**config.mk**
```make
export PLATFORM = sky130hd
export DESIGN_NAME = stream_arbiter
export DESIGN_NICKNAME = d
export VERILOG_FILES = /design/src/rtl/stream_arbiter.sv
export SDC_FILE = /design/constraint.sdc
export NUM_CORES = 1
export LEC_CHECK = 0
export CAP_MARGIN = 20
export CELL_PAD_IN_SITES_DETAIL_PLACEMENT = 1
export CELL_PAD_IN_SITES_GLOBAL_PLACEMENT = 2
export CORE_MARGIN = 3
export CORE_UTILIZATION = 24
export DETAILED_ROUTE_END_ITERATION = 6
export GPL_TIMING_DRIVEN = 0
export MAX_ROUTING_LAYER = met4
export PLACE_DENSITY_LB_ADDON = 0.1
export SYNTH_ARGS = -nofsm -noshare
export SYNTH_HDL_FRONTEND = slang
export SYNTH_SLANG_ARGS = --single-unit
```
**constraint.sdc**
```tcl
create_clock -name clk -period 2 [get_ports clk]
set_input_delay 0.3 -clock clk [delete_from_list [all_inputs] [get_ports clk]]
set_output_delay 0.3 -clock clk [all_outputs]
set_load 0.02 [all_outputs]
```
**src/rtl/stream_arbiter.sv**
```systemverilog
// stream_arbiter: packet-locked round-robin arbiter feeding a single
// registered output stage. One bubble cycle per packet for arbitration;
// once locked, the granted source streams at full throughput.
module stream_arbiter #(
  parameter int N_SRC        = 2,
  parameter int S_KEEP_WIDTH = 3,
  parameter int T_DATA_WIDTH = 1,
  parameter int CNT_WIDTH    = 16
) (
  input  logic                                    clk,
  input  logic                                    rst,
  input  logic [N_SRC-1:0]                        s_valid_i,
  output logic [N_SRC-1:0]                        s_ready_o,
  input  logic [N_SRC-1:0]                        s_last_i,
  input  logic [N_SRC*S_KEEP_WIDTH-1:0]           s_keep_i,
  input  logic [N_SRC*S_KEEP_WIDTH*T_DATA_WIDTH-1:0] s_data_i,
  output logic                                    m_valid_o,
  input  logic                                    m_ready_i,
  output logic                                    m_last_o,
  output logic [S_KEEP_WIDTH-1:0]                 m_keep_o,
  output logic [S_KEEP_WIDTH*T_DATA_WIDTH-1:0]    m_data_o,
  output logic [((N_SRC > 1) ? $clog2(N_SRC) : 1)-1:0] grant_o,
  output logic                                    busy_o,
  output logic [CNT_WIDTH-1:0]                    pkt_count_o
);

  localparam int GW = (N_SRC > 1) ? $clog2(N_SRC) : 1;
  localparam int DW = S_KEEP_WIDTH * T_DATA_WIDTH;

  typedef enum logic {
    IDLE,
    LOCK
  } state_t;

  state_t                  state_q;
  logic [GW-1:0]           grant_q;
  logic [GW-1:0]           sel_d;
  logic                    found_d;
  logic                    m_valid_q;
  logic                    m_last_q;
  logic [S_KEEP_WIDTH-1:0] m_keep_q;
  logic [DW-1:0]           m_data_q;
  logic [CNT_WIDTH-1:0]    cnt_q;

  logic                    g_valid;
  logic                    g_last;
  logic [S_KEEP_WIDTH-1:0] g_keep;
  logic [DW-1:0]           g_data;
  logic                    out_free;
  logic                    accept;
  logic                    load;

  // Round-robin search for the first valid source after the last grant.
  always_comb begin : arb_c
    logic [GW-1:0] cand;
    int unsigned   idx;
    sel_d   = grant_q;
    found_d = 1'b0;
    cand    = '0;
    idx     = 0;
    for (int unsigned i = 1; i <= N_SRC; i++) begin
      idx  = (32'(grant_q) + i) % N_SRC;
      cand = GW'(idx);
      if (!found_d && s_valid_i[cand]) begin
        found_d = 1'b1;
        sel_d   = cand;
      end
    end
  end

  assign out_free = !m_valid_q || m_ready_i;

  // Select the granted source's beat and drive its ready while locked.
  always_comb begin
    g_valid   = 1'b0;
    g_last    = 1'b0;
    g_keep    = '0;
    g_data    = '0;
    s_ready_o = '0;
    for (int unsigned k = 0; k < N_SRC; k++) begin
      if (GW'(k) == grant_q) begin
        g_valid      = s_valid_i[k];
        g_last       = s_last_i[k];
        g_keep       = s_keep_i[k*S_KEEP_WIDTH +: S_KEEP_WIDTH];
        g_data       = s_data_i[k*DW +: DW];
        s_ready_o[k] = (state_q == LOCK) && out_free;
      end
    end
  end

  assign accept = (state_q == LOCK) && g_valid && out_free;
  // Empty non-final beats are consumed but never reach the output stage.
  assign load   = accept && (g_last || (|g_keep));

  // Arbitration FSM, output register and packet counter.
  always_ff @(posedge clk) begin
    if (rst) begin
      state_q   <= IDLE;
      grant_q   <= GW'(N_SRC - 1);
      m_valid_q <= 1'b0;
      m_last_q  <= 1'b0;
      m_keep_q  <= '0;
      m_data_q  <= '0;
      cnt_q     <= '0;
    end else begin
      case (state_q)
        IDLE: begin
          if (found_d) begin
            grant_q <= sel_d;
            state_q <= LOCK;
          end
        end
        LOCK: begin
          if (accept && g_last) begin
            state_q <= IDLE;
          end
        end
        default: state_q <= IDLE;
      endcase

      if (load) begin
        m_valid_q <= 1'b1;
        m_last_q  <= g_last;
        m_keep_q  <= g_keep;
        m_data_q  <= g_data;
      end else if (m_ready_i) begin
        m_valid_q <= 1'b0;
      end

      if (m_valid_q && m_ready_i && m_last_q) begin
        cnt_q <= cnt_q + CNT_WIDTH'(1);
      end
    end
  end

  assign m_valid_o   = m_valid_q;
  assign m_last_o    = m_last_q;
  assign m_keep_o    = m_keep_q;
  assign m_data_o    = m_data_q;
  assign grant_o     = grant_q;
  assign busy_o      = (state_q == LOCK);
  assign pkt_count_o = cnt_q;

endmodule
```
[After elaboration in Yosys (flattened, before gate mapping)]
Cells that the tools add are included.
Word-level totals
  register bits: 26
Operators by class
  add/sub/neg operators: 3
  order comparisons: 2
  muxes and demuxes: 19
  bitwise logic cells: 1
  reductions and logical operators: 16
Operators with widths (count)
  16-bit by 1-bit adder with 16-bit output (second input constant): 1
  1-bit 2-to-1 mux: 16
  1-bit logical AND: 8
  3-bit 2-to-1 mux: 2
  1-bit by 2-bit < comparator with 1-bit output (second input constant): 2
  2-bit nonzero test: 2
  3-bit AND reduction: 1
  3-bit OR reduction: 1
  1-bit adder (second input constant): 2
  1-bit zero test: 2
  1-bit logical OR: 2
  1-bit case mux with 2 select lines: 1
  1-bit NOT: 1

[Longest topological paths before layout]
Gate-level depths: netlist of the first run.
  depth in word-level cells: 9
  mapped depth: 5
  gate-level depth less buffers: 5

[Worst setup path after synthesis of the first run]
OpenSTA, ideal clock, no wires.
  path kind: register to register
  start: register cnt_q[0], in the netlist pkt_count_o[0]
  end: register cnt_q[12], in the netlist pkt_count_o[12]
  arrival time: 1.696 ns
  slack: 0.234 ns
  cell stages (with the launch flop): 6
  buffers on the path: 0
  path through: dfxtp_1 -> ha_1 -> and4_1 -> nand2_1 -> or4_1 -> a21oi_1
On the way
  cells in the longest elaborated chain, start to end: 1
RTL lines
  start, declared: RTL line 43  | logic [CNT_WIDTH-1:0] cnt_q;
  start signal, assigned: RTL line 131  | cnt_q <= cnt_q + CNT_WIDTH'(1);
  16-bit by 1-bit adder with 16-bit output: RTL line 131
Every way passes these cells.
A chain may end at the register's enable or synchronous reset.

[Worst setup path in the final report of the first run]
  start: register cnt_q[1], in the netlist pkt_count_o[1]
  end: register cnt_q[12], in the netlist pkt_count_o[12]
The elaborated chain is that of the path after synthesis.

==> results of run 1 <==
-- cells in the final DEF, fill, tap and decap left out, types with 5 or more instances in the layout --
cell type	netlist	final
a21oi_1	16	16
nand3_1	8	7
o21ai_0	6	6
clkdlybuf4s50_1	0	43
dfxtp_1	26	25
nor2_1	11	11
a211oi_1	5	5
or3_1	6	6
nand2_1	8	8
mux2i_1	8	7
-- flip-flops by register name, summed over array words and instances (netlist names) --
register and cells:
busy_o 1, m_valid_o 1, grant_o 1, m_last_o 1, m_keep_o 3, pkt_count_o 16, m_data_o 3
-- layer usage --
layer / GRT usage, % / up-vias / share of wire (%)
met3: 2.67 / 5 / 4.9
li1: - / 622 / -
met2: 25.3 / 40 / 52
met1: 14.6 / 620 / 42
met5: - / - / 0
met4: 4.27 / 0 / 1.2
-- worst reg2reg max path: cells and delay by family, from the launching register on --
family / cells / cell delay (ns)
flip-flops: 1 / 0.42
AND/OR/NAND/NOR: 3 / 1.02
adder cells (fa/ha/maj): 1 / 0.20
AO/OA/AOI/OAI: 1 / 0.16
-- stage by stage --
stage	setup TNS [ns]	area (sq um)	total power, uW
5_1_grt	0	1880	1240
3_3_place_gp	-1.53	1770	742
3_5_place_dp	-2.26	1770	747
4_1_cts	0	1840	1200
6_report	0	1880	1180
2_1_floorplan	0	1240	648
-- logic make-up after synthesis --
kind of cell	count (synthesis)
AOI/OAI and AO/OA	34
xor gates and xnor gates	7
adders and majority gates	1
buffers and inverters	10
DFF	26
muxes	8
and+or+nand+nor	56
-- worst max path at each step --
stage,endpoint
2_1_floorplan,pkt_count_o[12]$_SDFFE_PP0P_
3_3_place_gp,pkt_count_o[13]$_SDFFE_PP0P_
3_5_place_dp,m_data_o[0]$_SDFFE_PP0P_
4_1_cts,m_data_o[1]$_SDFFE_PP0P_
5_1_grt,pkt_count_o[12]$_SDFFE_PP0P_
6_report,pkt_count_o[12]$_SDFFE_PP0P_
-- what timing repair did --
action,4_1_cts,5_1_grt
pin swaps,0,1
resized for setup,2,8
setup buffers,0,2
endpoints found under the setup margin,2,10
cloned,0,0
-- cell type report --
| type | count | area [sq um] | area share, % |
|---|---|---|---|
| inverter | 4 | 15.0 | 0.798 |
| timing repair buffer | 47 | 463 | 24.6 |
| multi-input combinational | 106 | 703 | 37.4 |
| buffer | 5 | 22.5 | 1.20 |
| sequential | 26 | 522 | 27.7 |
| clock inverter | 1 | 30.0 | 1.60 |
| tap | 67 | 83.8 | 4.46 |
| clock buffer | 3 | 41.3 | 2.20 |
-- power groups by stage --
stage          logic [uW]  registers [uW]  clock network (uW)
4_1_cts               184             548                 463
3_3_place_gp          183             559                   0
5_1_grt               211             551                 479
6_report              194             548                 443
3_5_place_dp          188             560                   0
2_1_floorplan        70.5             577                   0
==> results_dict.tcl, run 1 <==
set metrics [dict create \
    run_status "complete, no violations" \
    endpoint_kind "register" \
    yosys.area_share.simple_pct 25.7 \
    fin_nets 213 \
    worstReg2RegStart "pkt_count_o[1]$_SDFFE_PP0P_" \
    synth_edf_count 0 \
    h-tree-depth 1 \
    postRouteAntennaNets 0 \
    syn_area_per_cell_sq_um 8.72 \
    worstMarginPinSlew_ns 0.536 \
    fin_util_pct 38.8 \
    path_cells "ha_1 -> and4_2 -> nand2_1 -> or4_1 -> a21oi_1" \
    arrival_ns 2.08 \
    pre_cts_slack_ns -0.206 \
    fin_worst_hold_slack_ns 0.422 \
    post-route-period-util_pct 93.7 \
    core-area_sq_mm 0.00485 \
    vias_per_cell 4.97 \
    cp_num_cells 5 \
    rr_worst_depth 5 \
    crit_path_max_fanout 6 \
    hold_path_class "in2reg" \
    wl_per_cell_microns 15.1 \
    place.gp.congestion 0.716 \
    cts_tree "built" \
    synth_top_cell_area_share_pct 42.0 \
    antenna_found_initial 0 \
    synth_xor_area_share_pct 4.95 \
    maxCapViolCount 0 \
    grt_overflow 0 \
    power_frac_clock_pct 37.4 \
    drc 0 \
    ys_ff_latch 26 \
    seq_power_share_pct 46.3 \
    timing.rr.end "pkt_count_o[12]$_SDFFE_PP0P_" \
    synthArstFlopShare_pct 0 \
    synth.area.top_cells "dfxtp_1, a21oi_1, mux2i_1" \
    die_area_sq_mm 0.00606 \
    path_clk_slew_ns 0.10 \
    switching_power_uw 283 \
    start_util_pct 25.5 \
    critical_path_buf_inv_count 0 \
    yosysWarnings 0 \
    dp.final_hpwl_microns 3020 \
    syn_area_sq_mm 0.00124 \
    cts.sinks 26 \
    combPwrFrac_pct 16.4 \
    min_path_cells 2 \
    muxShareOfSynthArea_pct 6.46 \
    insertion_delay_ns 0.28 \
    cp_top_family "simple AND/OR/NAND/NOR gates" \
    final_cells 259 \
    detail_route.iter0.violations 50 \
    min_period_ns 1.87 \
    critPathLaunch "pkt_count_o[1]$_SDFFE_PP0P_" \
    post-place-cells 254 \
    synthMostInstantiatedCell "dfxtp_1" \
    max_stage_delay_ns 0.55 \
    leakage_uw 0.000660 \
    track_usage_pct 13.7 \
    dr.pass1.iters 4 \
    cts_buffer_depth 2 \
    finalClockSkew_ns 0.0106 \
    peakVddDrop_v 0.000260 \
    synth_top_family_by_area "simple AND/OR/NAND/NOR gates" \
    cts_made_buffers 3 \
    rows 25 \
    dieWidth_microns 77.8 \
    ios 47 \
    powerDensity_mw_per_mm2 630 \
    io_buffers 45 \
    critPathKind "reg2reg" \
    finalMaxSlewViolations 0 \
    internal_power_uw 901 \
    fillerInstances 582 \
    synth_ff_type "dfxtp_1" \
    synth-compound-area-share_pct 16.8 \
    yosysSeqAreaShare_pct 42.0 \
    synthCells 142 \
    slew_headroom_pct 64.3 \
    finalSetupViolCount 0 \
    grt_max_degree 16 \
    worst_setup_path_start_kind "register" \
    rsz0062_at_grt "no" \
    synth_top_area_cell "dfxtp_1" \
    grt_pass1_vias 1382 \
    drive_gt1_share_pct 9.90 \
    route.vias.total 1287 \
    antenna_cells 0 \
    r2r_slack_ns 0.13 \
    cts_hold_buf 0 \
    root_buffer "clkbuf_8" \
    hold_end "m_data_o[1]$_SDFFE_PP0P_" \
    syn_nets 162 \
    netlist_top_cells_count "dfxtp_1, a21oi_1, nor2_1" \
    fmax_ghz 0.534 \
    timing.final.ws_setup_ns 0.127 \
    synth_adder_area_share_pct 1.01 \
    areaGrowthSynthToFinish_pct 51.8 \
    swShare_pct 23.9 \
    finalHoldViolCount 0 \
    routed_wirelength_microns 3910 \
    yosysUniqueCellTypes 34 \
    critical_path_required_ns 2.21 \
    grt_pass1_wl_microns 6540 \
    die_h_microns 77.8 \
    slowest_stage "or4_1" \
    hold_start "rst" \
]
Note: power is estimated with default switching activity, not from simulation.
==> run 2, diff against run 1 <==
--- a/config.mk
+++ b/config.mk
@@ -14,6 +14,8 @@
 export GPL_TIMING_DRIVEN = 0
 export MAX_ROUTING_LAYER = met4
 export PLACE_DENSITY_LB_ADDON = 0.1
+export SLEW_MARGIN = 20
 export SYNTH_ARGS = -nofsm -noshare
 export SYNTH_HDL_FRONTEND = slang
 export SYNTH_SLANG_ARGS = --single-unit
+export TNS_END_PERCENT = 10
==> results of run 2 <==
The final DEF is identical to that of run 1; final timing and power are the same.
==> run 3, diff against run 2 <==
--- a/config.mk
+++ b/config.mk
@@ -5,7 +5,6 @@
 export SDC_FILE = /design/constraint.sdc
 export NUM_CORES = 1
 export LEC_CHECK = 0
-export CAP_MARGIN = 20
 export CELL_PAD_IN_SITES_DETAIL_PLACEMENT = 1
 export CELL_PAD_IN_SITES_GLOBAL_PLACEMENT = 2
 export CORE_MARGIN = 3
@@ -14,6 +13,7 @@
 export GPL_TIMING_DRIVEN = 0
 export MAX_ROUTING_LAYER = met4
 export PLACE_DENSITY_LB_ADDON = 0.1
+export SETUP_SLACK_MARGIN = 0.5
 export SLEW_MARGIN = 20
 export SYNTH_ARGS = -nofsm -noshare
 export SYNTH_HDL_FRONTEND = slang
==> constraint.sdc (replaced) <==
create_clock -name clk -period 1.84 [get_ports clk]
set_input_delay 0.276 -clock clk [delete_from_list [all_inputs] [get_ports clk]]
set_output_delay 0.276 -clock clk [all_outputs]
set_load 0.02 [all_outputs]
==> results_dict.tcl, run 3 (synthesis results as in run 1) <==
set metrics [dict create \
    dr.pass1.iters 2 \
    endpoint_kind "register" \
    seq_power_share_pct 48.3 \
    fin_nets 229 \
    peakVddDrop_v 0.000329 \
    finalHoldViolCount 0 \
    track_usage_pct 14.4 \
    grt_max_degree 15 \
    worst_setup_path_start_kind "register" \
    antenna_found_initial 0 \
    routed_wirelength_microns 3950 \
    timing.final.ws_setup_ns 0.241 \
    fin_util_pct 44.9 \
    run_status "complete, no violations" \
    slew_headroom_pct 62.7 \
    post-route-period-util_pct 86.9 \
    rsz0062_at_grt "yes" \
    start_util_pct 25.5 \
    critical_path_required_ns 2.04 \
    min_path_cells 2 \
    worstReg2RegStart "pkt_count_o[4]$_SDFFE_PP0P_" \
    worstMarginPinSlew_ns 0.560 \
    internal_power_uw 889 \
    final_cell_mix "clkdlybuf4s50_1, buf_4, dfxtp_4" \
    power_frac_clock_pct 30.9 \
    final_common_cell "clkdlybuf4s50_1" \
    swShare_pct 26.2 \
    combPwrFrac_pct 20.8 \
    fin_area_sq_mm 0.00218 \
    critical_path_buf_inv_count 0 \
    hold_path_class "in2reg" \
    vias_per_cell 4.84 \
    cts_buffer_depth 2 \
    arrival_ns 1.80 \
    r2r_slack_ns 0.24 \
    path_cells "nand4_4 -> or4_4 -> or3_4 -> a21oi_2" \
    drive_gt1_share_pct 32.2 \
    areaGrowthSynthToFinish_pct 75.8 \
    post-place-cells 254 \
    timing.rr.end "pkt_count_o[15]$_SDFFE_PP0P_" \
    placed_area_sq_mm 0.00187 \
    maxCapViolCount 0 \
    largest_reg_flops 16 \
    grt_overflow 0 \
    root_buffer "clkbuf_8" \
    postRouteAntennaNets 0 \
    finalSetupViolCount 0 \
    h-tree-depth 1 \
    hold_start "rst" \
    cts_tree "built" \
    wl_per_cell_microns 14.4 \
    die_h_microns 77.8 \
    finalMaxSlewViolations 0 \
    antenna_cells 0 \
    drc 0 \
    switching_power_uw 315 \
    grt_pass1_vias 1432 \
    cts_made_buffers 3 \
    cts_hold_buf 0 \
    cp_top_family "simple AND/OR/NAND/NOR gates" \
    dp.final_hpwl_microns 2930 \
    leakage_uw 0.000802 \
    dieWidth_microns 77.8 \
    route.vias.total 1332 \
    min_period_ns 1.60 \
    rows 25 \
    final_cells 275 \
    core-area_sq_mm 0.00485 \
    die_area_sq_mm 0.00606 \
    finalClockSkew_ns 0.00547 \
    io_buffers 45 \
    path_clk_slew_ns 0.09 \
    slowest_stage "or4_4" \
    powerDensity_mw_per_mm2 553 \
    critPathKind "reg2reg" \
    place.gp.congestion 0.728 \
    detail_route.iter0.violations 29 \
    fmax_ghz 0.625 \
    hold_end "m_data_o[1]$_SDFFE_PP0P_" \
    ios 47 \
    insertion_delay_ns 0.27 \
    crit_path_max_fanout 5 \
    grt_pass1_wl_microns 6910 \
    max_stage_delay_ns 0.57 \
    pre_cts_slack_ns -0.405 \
    rr_worst_depth 4 \
    cts.sinks 26 \
]
==> run 3: cell types whose count changed in the layout (fill, tap and decap cells not counted), sizes merged <==
cell and change:
clkbuf +1, dlygate4sd2 +1, buf +18, clkdlybuf4s50 -3, bufinv -1
==> run 3: power by group through the flow <==
stage                     clock network [uW]  registers [uW]  logic [uW]
after floorplan                            0             613        78.3
after global placement                     0             594         201
after detailed placement                   0             594         206
after CTS                                393             581         250
after global routing                     416             584         272
final                                    372             581         251
==> run 3: worst reg2reg max path, delay by kind of cell, from the launching register on <==
family           cells  cell delay [ns]
AND/OR/NAND/NOR      3             1.02
flip-flops           1             0.39
AO/OA/AOI/OAI        1             0.13
==> run 3: timing repair <==
| action | in CTS | in global routing |
|---|---|---|
| setup endpoints to repair | 45 | 44 |
| resized for setup | 39 | 2 |
| buffers inserted | 10 | 7 |
| pin swaps | 9 | 6 |
| endpoints found under the hold margin | 0 | 0 |
==> run 3: final cells by class <==
type / count / area, sq um
Fill cell: 542 / 2670
Tap cell: 67 / 83.8
Clock buffer: 4 / 55.1
Sequential cell: 26 / 577
Multi-Input combinational cell: 106 / 811
Timing Repair Buffer: 62 / 574
Inverter: 4 / 15.0
Buffer: 6 / 61.3
==> run 3: worst max path at each step <==
stage                                startpoint                           end  slack [ns]  cells past startpoint
global placement                      m_ready_i      m_data_o[2]$_SDFFE_PP0P_       -0.33                      5
detailed placement                    m_ready_i      m_data_o[2]$_SDFFE_PP0P_       -0.41                      5
CTS                 pkt_count_o[2]$_SDFFE_PP0P_  pkt_count_o[15]$_SDFFE_PP0P_        0.24                      4
finish              pkt_count_o[4]$_SDFFE_PP0P_  pkt_count_o[15]$_SDFFE_PP0P_        0.24                      4
floorplan                m_valid_o$_SDFFE_PP0P_  pkt_count_o[15]$_SDFFE_PP0P_        0.35                      4
global route             m_valid_o$_SDFFE_PP0P_  pkt_count_o[13]$_SDFFE_PP0P_        0.18                      5
==> run 3: metal layers <==
metal  part of all wire (%)  global-route usage (%)  up-vias
li1                       -                       -      657
met1                     44                    17.0      645
met2                     52                    25.5       28
met3                    3.0                    3.02        2
met4                   0.63                    2.67        0
met5                      0                       -        -
==> run 3: stage by stage <==
stage	total power [uW]	TNS, ns	hold slack, ns
floorplan	692	0	0.462
global placement	795	-3.99	0.470
detailed placement	800	-4.51	0.485
CTS	1220	0	0.363
global route	1270	0	0.414
finish	1200	0	0.367
